<file path="src/rtl/core_alu_issue_pkg.sv">
// -----------------------------------------------------------------------------
// Package: core_alu_issue_pkg
// Purpose: Shared constants for the ALU operand-issue stage.
//   - Default operand, opcode and register-index widths.
//   - ALU operation codes (one-hot, 10 bits) as seen by the RV32I ALU.
//   - Operand-select encodings used by ID_SEL_I1 / ID_SEL_I2.
// Configuration macro consumed by the top: CORE_ISSUE_FWD_EN.
// -----------------------------------------------------------------------------
package core_alu_issue_pkg;

  // Default widths of the issue datapath.
  localparam int CORE_XLEN = 32;
  localparam int CORE_OPW  = 10;
  localparam int CORE_RIDX = 5;

  // ALU operation codes. The issue stage passes these through untouched;
  // they live here so producers and the bench share one definition.
  localparam logic [CORE_OPW-1:0] ALU_CODE_SUM  = 10'h001;
  localparam logic [CORE_OPW-1:0] ALU_CODE_SUB  = 10'h002;
  localparam logic [CORE_OPW-1:0] ALU_CODE_AND  = 10'h004;
  localparam logic [CORE_OPW-1:0] ALU_CODE_OR   = 10'h008;
  localparam logic [CORE_OPW-1:0] ALU_CODE_XOR  = 10'h010;
  localparam logic [CORE_OPW-1:0] ALU_CODE_SLL  = 10'h020;
  localparam logic [CORE_OPW-1:0] ALU_CODE_SRL  = 10'h040;
  localparam logic [CORE_OPW-1:0] ALU_CODE_SRA  = 10'h080;
  localparam logic [CORE_OPW-1:0] ALU_CODE_SLT  = 10'h100;
  localparam logic [CORE_OPW-1:0] ALU_CODE_SLTU = 10'h200;

  // I1 operand source. Encoding 3 is reserved and behaves as ZERO.
  localparam logic [1:0] SEL_I1_RS1  = 2'd0;
  localparam logic [1:0] SEL_I1_PC   = 2'd1;
  localparam logic [1:0] SEL_I1_ZERO = 2'd2;

  // I2 operand source.
  localparam logic SEL_I2_RS2 = 1'b0;
  localparam logic SEL_I2_IMM = 1'b1;

endpackage : core_alu_issue_pkg

</file>
<file path="src/rtl/core_skid_buf.sv">
// -----------------------------------------------------------------------------
// Module: core_skid_buf
// Purpose: Two-entry FIFO-ordered skid buffer with valid/ready on both sides.
//   The output register drives out_data directly; the skid register catches
//   the one extra beat that can arrive while in_ready is still high after the
//   consumer stalls. in_ready is a flop, so there is no combinational path
//   from out_ready to in_ready.
// Ports:
//   clk        in   1      rising-edge clock
//   rst_n      in   1      synchronous reset, active-low
//   flush      in   1      drop both entries; wins over a same-cycle accept
//   in_valid   in   1      producer offers in_data
//   in_ready   out  1      registered: 1 iff the buffer is not full
//   in_data    in   WIDTH  payload from producer
//   out_valid  out  1      out_data holds a live entry
//   out_ready  in   1      consumer accepts out_data
//   out_data   out  WIDTH  payload to consumer (reset value 0)
// -----------------------------------------------------------------------------
module core_skid_buf #(
  parameter int WIDTH = 8
) (
  input  logic             clk,
  input  logic             rst_n,
  input  logic             flush,
  input  logic             in_valid,
  output logic             in_ready,
  input  logic [WIDTH-1:0] in_data,
  output logic             out_valid,
  input  logic             out_ready,
  output logic [WIDTH-1:0] out_data
);

  // Occupancy states.
  localparam logic [1:0] ST_EMPTY = 2'd0;  // nothing held
  localparam logic [1:0] ST_ONE   = 2'd1;  // output register valid
  localparam logic [1:0] ST_TWO   = 2'd2;  // output + skid valid

  logic [1:0]       state_q;
  logic [1:0]       state_d;
  logic             ready_q;
  logic [WIDTH-1:0] out_q;
  logic [WIDTH-1:0] skid_q;

  logic accept;
  logic pop;
  logic load_out_from_in;
  logic load_out_from_skid;
  logic load_skid;

  assign out_valid = (state_q != ST_EMPTY);
  assign in_ready  = ready_q;
  assign out_data  = out_q;

  // ready_q is low in TWO, so an accept can only happen in EMPTY or ONE.
  assign accept = in_valid & ready_q;
  assign pop    = out_valid & out_ready;

  // NOTE: every always_comb output gets a default before any branch, so no
  // path leaves a signal unassigned and no latch is inferred.
  always_comb begin
    state_d            = state_q;
    load_out_from_in   = 1'b0;
    load_out_from_skid = 1'b0;
    load_skid          = 1'b0;

    if (flush) begin
      state_d = ST_EMPTY;
    end else begin
      case (state_q)
        ST_EMPTY: begin
          if (accept) begin
            state_d          = ST_ONE;
            load_out_from_in = 1'b1;
          end
        end
        ST_ONE: begin
          if (accept && pop) begin
            load_out_from_in = 1'b1;
          end else if (accept) begin
            state_d   = ST_TWO;
            load_skid = 1'b1;
          end else if (pop) begin
            state_d = ST_EMPTY;
          end
        end
        ST_TWO: begin
          // Older entry leaves first; the skid entry moves up to the output.
          if (pop) begin
            state_d            = ST_ONE;
            load_out_from_skid = 1'b1;
          end
        end
        default: state_d = ST_EMPTY;
      endcase
    end
  end

  // NOTE: sequential state uses non-blocking assignments so every flop
  // samples pre-edge values regardless of block ordering.
  always_ff @(posedge clk) begin
    if (!rst_n) begin
      state_q <= ST_EMPTY;
      ready_q <= 1'b0;
      out_q   <= '0;
    end else begin
      state_q <= state_d;
      // Registered full flag: looks at the next state, not at out_ready.
      ready_q <= (state_d != ST_TWO);
      if (load_out_from_in) begin
        out_q <= in_data;
      end else if (load_out_from_skid) begin
        out_q <= skid_q;
      end
    end
  end

  // NOTE: skid_q is a data-only register; its validity is tracked by
  // state_q, so it needs no reset and keeps the flop cheaper.
  always_ff @(posedge clk) begin
    if (load_skid) begin
      skid_q <= in_data;
    end
  end

endmodule : core_skid_buf

</file>
<file path="src/rtl/core_alu_issue.sv">
// -----------------------------------------------------------------------------
// Module: core_alu_issue
// Purpose: Operand-issue stage in front of the RV32I ALU. Captures decoded
//   instructions from ID, selects I1 (RS1/PC/ZERO) and I2 (RS2/IMM),
//   optionally forwards the writeback result into rs1/rs2, and presents a
//   registered OPCODE_ALU/ALU_I1/ALU_I2/EX_RD_IDX to the ALU through a
//   two-entry skid buffer (core_skid_buf).
// Configuration:
//   CORE_ISSUE_FWD_EN  defined   -> WB_DATA forwarded into rs1/rs2 at capture
//                      undefined -> rs1/rs2 taken from the regfile only;
//                                   WB_* ports are present but ignored.
// Ports:
//   CLK, NRST                 clock (rising edge), synchronous active-low reset
//   FLUSH                     drop all held instructions
//   ID_VALID / ID_READY       ID-side handshake (ID_READY is registered)
//   ID_OPCODE_ALU [OPW]       ALU operation code, passed through unmodified
//   ID_SEL_I1 [2], ID_SEL_I2  operand source selects
//   ID_RS1_IDX, ID_RS2_IDX    source register indices
//   ID_RS1_DATA, ID_RS2_DATA  regfile read data
//   ID_PC, ID_IMM             instruction PC, sign-extended immediate
//   ID_RD_IDX                 destination index, carried to EX_RD_IDX
//   WB_WE, WB_RD_IDX, WB_DATA writeback port used for forwarding
//   EX_VALID / EX_READY       EX-side handshake
//   OPCODE_ALU, ALU_I1, ALU_I2, EX_RD_IDX  registered outputs to the ALU
// -----------------------------------------------------------------------------
module core_alu_issue
  import core_alu_issue_pkg::*;
#(
  parameter int XLEN = CORE_XLEN,
  parameter int OPW  = CORE_OPW,
  parameter int RIDX = CORE_RIDX
) (
  input  logic            CLK,
  input  logic            NRST,
  input  logic            FLUSH,
  input  logic            ID_VALID,
  output logic            ID_READY,
  input  logic [OPW-1:0]  ID_OPCODE_ALU,
  input  logic [1:0]      ID_SEL_I1,
  input  logic            ID_SEL_I2,
  input  logic [RIDX-1:0] ID_RS1_IDX,
  input  logic [RIDX-1:0] ID_RS2_IDX,
  input  logic [XLEN-1:0] ID_RS1_DATA,
  input  logic [XLEN-1:0] ID_RS2_DATA,
  input  logic [XLEN-1:0] ID_PC,
  input  logic [XLEN-1:0] ID_IMM,
  input  logic [RIDX-1:0] ID_RD_IDX,
  input  logic            WB_WE,
  input  logic [RIDX-1:0] WB_RD_IDX,
  input  logic [XLEN-1:0] WB_DATA,
  output logic            EX_VALID,
  input  logic            EX_READY,
  output logic [OPW-1:0]  OPCODE_ALU,
  output logic [XLEN-1:0] ALU_I1,
  output logic [XLEN-1:0] ALU_I2,
  output logic [RIDX-1:0] EX_RD_IDX
);

  localparam int PW = OPW + 2 * XLEN + RIDX;

  logic [XLEN-1:0] rs1_val;
  logic [XLEN-1:0] rs2_val;
  logic [XLEN-1:0] i1_val;
  logic [XLEN-1:0] i2_val;
  logic [PW-1:0]   in_payload;
  logic [PW-1:0]   out_payload;

`ifdef CORE_ISSUE_FWD_EN
  // Forwarding is applied only when the instruction is captured; entries
  // already held do not snoop later writebacks. x0 is never forwarded.
  logic fwd_rs1;
  logic fwd_rs2;

  assign fwd_rs1 = WB_WE && (WB_RD_IDX != '0) && (WB_RD_IDX == ID_RS1_IDX);
  assign fwd_rs2 = WB_WE && (WB_RD_IDX != '0) && (WB_RD_IDX == ID_RS2_IDX);
  assign rs1_val = fwd_rs1 ? WB_DATA : ID_RS1_DATA;
  assign rs2_val = fwd_rs2 ? WB_DATA : ID_RS2_DATA;
`else
  // Writeback and index inputs have no consumer in this build.
  logic unused_fwd_inputs;

  assign unused_fwd_inputs = ^{WB_WE, WB_RD_IDX, WB_DATA, ID_RS1_IDX, ID_RS2_IDX};
  assign rs1_val           = ID_RS1_DATA;
  assign rs2_val           = ID_RS2_DATA;
`endif

  // Reserved I1 encoding behaves as ZERO.
  always_comb begin
    case (ID_SEL_I1)
      SEL_I1_RS1: i1_val = rs1_val;
      SEL_I1_PC:  i1_val = ID_PC;
      default:    i1_val = '0;
    endcase
  end

  assign i2_val = (ID_SEL_I2 == SEL_I2_IMM) ? ID_IMM : rs2_val;

  assign in_payload = {ID_OPCODE_ALU, i1_val, i2_val, ID_RD_IDX};
  assign {OPCODE_ALU, ALU_I1, ALU_I2, EX_RD_IDX} = out_payload;

  core_skid_buf #(
    .WIDTH (PW)
  ) u_skid_buf (
    .clk       (CLK),
    .rst_n     (NRST),
    .flush     (FLUSH),
    .in_valid  (ID_VALID),
    .in_ready  (ID_READY),
    .in_data   (in_payload),
    .out_valid (EX_VALID),
    .out_ready (EX_READY),
    .out_data  (out_payload)
  );

endmodule : core_alu_issue
</file>
<file path="config.mk">
export PLATFORM = sky130hd
export DESIGN_NAME = core_alu_issue
export DESIGN_NICKNAME = d
export VERILOG_FILES = /design/src/rtl/core_alu_issue_pkg.sv /design/src/rtl/core_skid_buf.sv /design/src/rtl/core_alu_issue.sv
export SDC_FILE = /design/constraint.sdc
export NUM_CORES = 1
export LEC_CHECK = 0
export CAP_MARGIN = 15
export CORE_ASPECT_RATIO = 2
export CORE_UTILIZATION = 44
export CTS_CLUSTER_SIZE = 12
export DETAILED_ROUTE_END_ITERATION = 10
export PLACE_DENSITY = 0.83
export SLEW_MARGIN = 15
export SYNTH_ARGS = -nofsm -noshare
export SYNTH_HDL_FRONTEND = slang
export SYNTH_HIERARCHICAL = 1
export SYNTH_SLANG_ARGS = --single-unit
</file>
<file path="constraint.sdc">
create_clock -name CLK -period 10.95 [get_ports CLK]
set_clock_uncertainty 0.15 [all_clocks]
set_input_delay 2.7375 -clock CLK [delete_from_list [all_inputs] [get_ports CLK]]
set_output_delay 2.7375 -clock CLK [all_outputs]
set_load 0.01 [all_outputs]
</file>
Word-level counts from Yosys, hierarchy flattened
Index checks and enable logic that the tools add are counted.
{"block": "op_classes", "eq_ne": 4, "n_mux": 21, "reduce_logical": 5, "bitwise_logic": 2}
{"operator": "$mux 79", "count": 2}
{"operator": "$pmux 32 s2", "count": 1}
{"operator": "$mux 32", "count": 1}
{"operator": "$mux 2", "count": 6}
{"operator": "$mux 1", "count": 9}
{"operator": "$pmux 2 s3", "count": 1}
{"operator": "$eq 2x1->1 const B", "count": 2}
{"operator": "$logic_not 2->1", "count": 2}
{"operator": "$reduce_bool 2->1", "count": 2}
{"operator": "$and 1x1->1", "count": 2}
{"operator": "$eq 2x2->1 const B", "count": 1}
{"operator": "$ne 2x2->1 const B", "count": 1}
{"operator": "$pmux 1 s2", "count": 1}
{"operator": "$logic_and 1x1->1", "count": 1}
{"block": "totals", "in_bits": 199, "ff_bits": 161}

Longest topological paths before layout
{"block": "depth", "word_depth": 8, "mapped_depth": 7}

Cells and area by module
Netlist, hierarchy kept.
{"module": "core_skid_buf", "n_inst": 1, "cells_each": 549, "area_per_inst_um2": 6065.8}
{"module": "core_alu_issue", "n_inst": 1, "cells_each": 107, "area_per_inst_um2": 1037.2}

Least setup slack after synthesis
Ideal clock, no wire load.
{"block": "synth_timing", "path_kind": "input to register", "startpoint": "input port FLUSH", "endpoint": "register u_skid_buf.skid_q[0] (enable)", "setup_slack_ns": 1.129, "t_required_ns": 10.169, "path_stages": 4, "t_arrival_ns": 9.040, "cell_sequence": "nand4bb_1 > buf_2 > clkbuf_1 > nor3b_1"}
{"block": "synth_between", "elab_chain_len": 1}
{"element": "from (decl)", "line": "core_alu_issue.sv:35", "source": "input logic FLUSH,"}
{"element": "$mux 1", "line": "core_skid_buf.sv:66", "source": "if (flush) begin"}
{"element": "named net u_skid_buf.load_skid", "line": "core_skid_buf.sv:48", "source": "logic load_skid;"}
{"element": "to (signal assigned)", "line": "core_skid_buf.sv:121", "source": "skid_q <= in_data;"}
{"element": "to (decl)", "line": "core_skid_buf.sv:42", "source": "logic [WIDTH-1:0] skid_q;"}
The timed path passes the listed nets, and every way through them passes these cells.
A chain may end at the register's enable or synchronous reset.

Worst setup path after layout
{"block": "layout_timing", "startpoint": "input port FLUSH", "endpoint": "register u_skid_buf.out_q[68], in the netlist u_skid_buf/out_data[68]"}
{"block": "layout_between", "elab_chain_len": 2, "word_cells_on_any_way": 4, "classes_between": "mux: 3; reduce/logical: 1"}
{"element": "$mux 1", "line": "core_skid_buf.sv:66"}
{"element": "$mux 79 or $reduce_bool 2->1 (tied branches)"}
{"element": "to (signal assigned)", "line": "core_skid_buf.sv:110", "source": "out_q <= in_data;"}
{"element": "to (signal assigned)", "line": "core_skid_buf.sv:112", "source": "out_q <= skid_q;"}
{"element": "to (decl)", "line": "core_skid_buf.sv:41", "source": "logic [WIDTH-1:0] out_q;"}
Parallel ways exist; a longest one is shown, timed or not.

==> impl_metrics.yaml <==
min_path:
  min_to: "u_skid_buf/out_data[76]$_SDFFE_PN0P_"
  hold_class: "reg -> reg"
  min_from: "u_skid_buf/out_data[76]$_SDFFE_PN0P_"
  holdPathStages: 2
timing:
  hold_viol: 0
  fin_setup_tns_ps: 0
  worst_pin_slew_ps: 1070
  rsz0062_at_grt: "false"
  max_freq_mhz: 171
  fin_crit_ps: 5840
  drv_slew: 0
  fin_crit_sh: 0.533
  setup_viol: 0
  slew_headroom: 0.284
routing:
  drc: 0
  drtIter0Drc: 365
  final_antenna_net_count: 0
  routed_wl_um: 19500
  num_vias: 5874
  wl_per_cell_um: 18.3
  via_per_inst: 5.53
  firstDrtPassIters: 5
clock_network:
  clockRootBuffer: "clkbuf_16"
  cts_tree: "built"
  cts.path.max_buffers: 2
  cts_hold_buf: 0
  postCtsSetupBuffers: 0
  h-tree-depth: 4
  cts_buffers: 17
  postCtsResizedCells: 0
  clk_pin_slew_ps: 60
  cts.sinks: 161
  clk_latency_ps: 410
floorplan:
  num_rows: 65
  initial_core_util: 0.450
  die_y_um: 182
  fp.dieW_um: 91.8
  ioPinCount: 280
  core_area_um2: 15800
  die_area_um2: 16700
logic_synthesis:
  synth_nets: 855
  synthSimpleGateAreaFrac: 0.113
  synth_xor_area_frac: 0.00123
  synth_top_family_by_area: "compound AO/OA/AOI/OAI gates"
  synthFlopType: "dfxtp_1"
  ys_types: 29
  synth_fa_ha_area_frac: 0
  synth_edf_count: 79
  synth_area_um2: 7100
  synth_top_area_frac: 0.334
  synth_seq_cells: 161
  syn_inst: 656
  async_flop_share: 0
  avgSynthCellArea_um2: 10.8
  synth_compound_area_frac: 0.156
  synth_area_leader_cell: "edfxtp_1"
  synth_warnings: 6
  synth_area_leaders: "edfxtp_1 (33%), dfxtp_1 (23%), nand2_1 (8.4%)"
  synth-seq-area-share: 0.565
  synth_mux_area_frac: 0.112
power:
  p_leak_nw: 3.46
  ir_worst_vdd_mv: 0.0958
  power_density_nw_per_um2: 142
  p_total_w: 0.00141
place:
  portBuffers: 231
  routabilityCongestion: 0.787
  dp_hpwl_um: 12100
setup_path:
  worstReg2RegStart: "u_skid_buf/state_q[1]$_SDFF_PN0_"
  cp.required_ps: 11070
  critical_path_class: "in -> reg"
  rr_endpoint: "u_skid_buf/out_data[68]$_SDFFE_PN0P_"
  cp_max_fo: 49
  arrival_ps: 5950
  start_kind: "primary input"
  crit_path_end_kind: "flip-flop"
  regToRegSetupSlack_ps: 7450
  r2r_cells: 5
job:
  drv_cap: 0
global_route:
  grt_usage: 0.236
  grt_max_degree: 83
  grt-ovfl-total: 0
  antenna_found_initial: 0
  grt_pass1_wl_um: 30900
  grt_pass1_vias: 6081
final_layout:
  drive_gt1_frac: 0.0928
  fin_nets: 1048
  fillCellCount: 1263
  area_growth_pct: 40.4
  antenna_cells: 0
run_status:
  outcome: "complete, no violations"
-- cell families after synthesis --
family                 count (synthesis)
multiplexers                          64
AND/OR/NAND/NOR                      202
flip-flops                           161
buffers and inverters                 67
AO/OA/AOI/OAI                        161
XOR/XNOR                               1
-- cells in the final DEF (no fill, tap or decap), drive strengths merged, types with 2 or more instances in the layout --
master	Yosys	final
a31oi	79	79
buf	29	11
clkbuf	36	20
clkdlybuf4s50	0	228
clkinv	0	4
clkinvlp	0	3
dfxtp	82	82
edfxtp	79	79
inv	2	6
mux2	32	32
mux2i	32	32
nand2	159	159
nand4bb	2	2
nor2	32	32
nor2b	2	2
o31ai	79	79
or2	2	2
-- flip-flops by register name (all words and copies together) (netlist names) --
name,count
u_skid_buf/state_q,2
u_skid_buf/in_ready,1
u_skid_buf/skid_q,79
u_skid_buf/out_data,79
-- synth_stat cells, drive strengths merged (2+ instances only) --
cell type and instances:
a31oi 79, clkbuf 36, nand4bb 2, inv 2
dfxtp 82, nor2 32, or2 2, mux2i 32
o31ai 79, nor2b 2, nand2 159, edfxtp 79
buf 29, mux2 32
-- how the worst max path moves through the flow --
stage | endpoint | slack [ps] | from | cells past startpoint
after floorplan | u_skid_buf/skid_q[0]$_DFFE_PP_ | 1130 | FLUSH | 4
after global placement | u_skid_buf/out_data[63]$_SDFFE_PN0P_ | 4730 | FLUSH | 6
after detailed placement | u_skid_buf/out_data[43]$_SDFFE_PN0P_ | 4700 | FLUSH | 6
after CTS | u_skid_buf/out_data[43]$_SDFFE_PN0P_ | 5150 | FLUSH | 6
after global routing | u_skid_buf/out_data[63]$_SDFFE_PN0P_ | 4960 | FLUSH | 6
final | u_skid_buf/out_data[68]$_SDFFE_PN0P_ | 5110 | FLUSH | 6
-- layout make-up --
type,instances,area (µm²),area share
clock inverter,12,125,0.0126
clock buffer,20,447,0.0448
timing repair buffer,239,2360,0.236
tap,201,251,0.0252
inverter,2,7.51,0.000753
sequential,161,4010,0.403
multi-input combinational,428,2770,0.278
-- critical path, stage by stage --
cell             delay [ps]
clkdlybuf4s50_1         570
nand4bb_4               500
buf_4                   630
or2_2                   740
buf_4                   560
a31oi_1                 150
-- per-stage QoR --
step           setup slack, ps  utilization  instances  hold slack, ps  instance area (µm²)
2_1_floorplan             1130            -        656             342                 7100
3_3_place_gp              4730        0.596       1031             314                 9400
3_5_place_dp              4700        0.596       1031             318                 9400
4_1_cts                   5150        0.632       1063             329                 9970
5_1_grt                   4960        0.632       1063             344                 9970
6_report                  5110        0.632       1063             328                 9970
-- per-layer routing --
| metal | GRT usage | part of all wire | vias up |
|---|---|---|---|
| met2 | 0.426 | 0.54 | 227 |
| met4 | 0.104 | 0.029 | 0 |
| li1 | - | - | 2795 |
| met1 | 0.269 | 0.38 | 2822 |
| met5 | 0 | 0 | - |
| met3 | 0.0406 | 0.043 | 30 |
-- power by group --
part	internal, W	switching, W	total, W	leakage [nW]
combinational	0.000109	0.0000758	0.000185	1.80
clock	0.000324	0.000248	0.000572	0.270
sequential	0.000649	0.00000875	0.000658	1.39
total	0.00108	0.000332	0.00141	3.46
No activity file was read; power rests on OpenSTA's default activity.
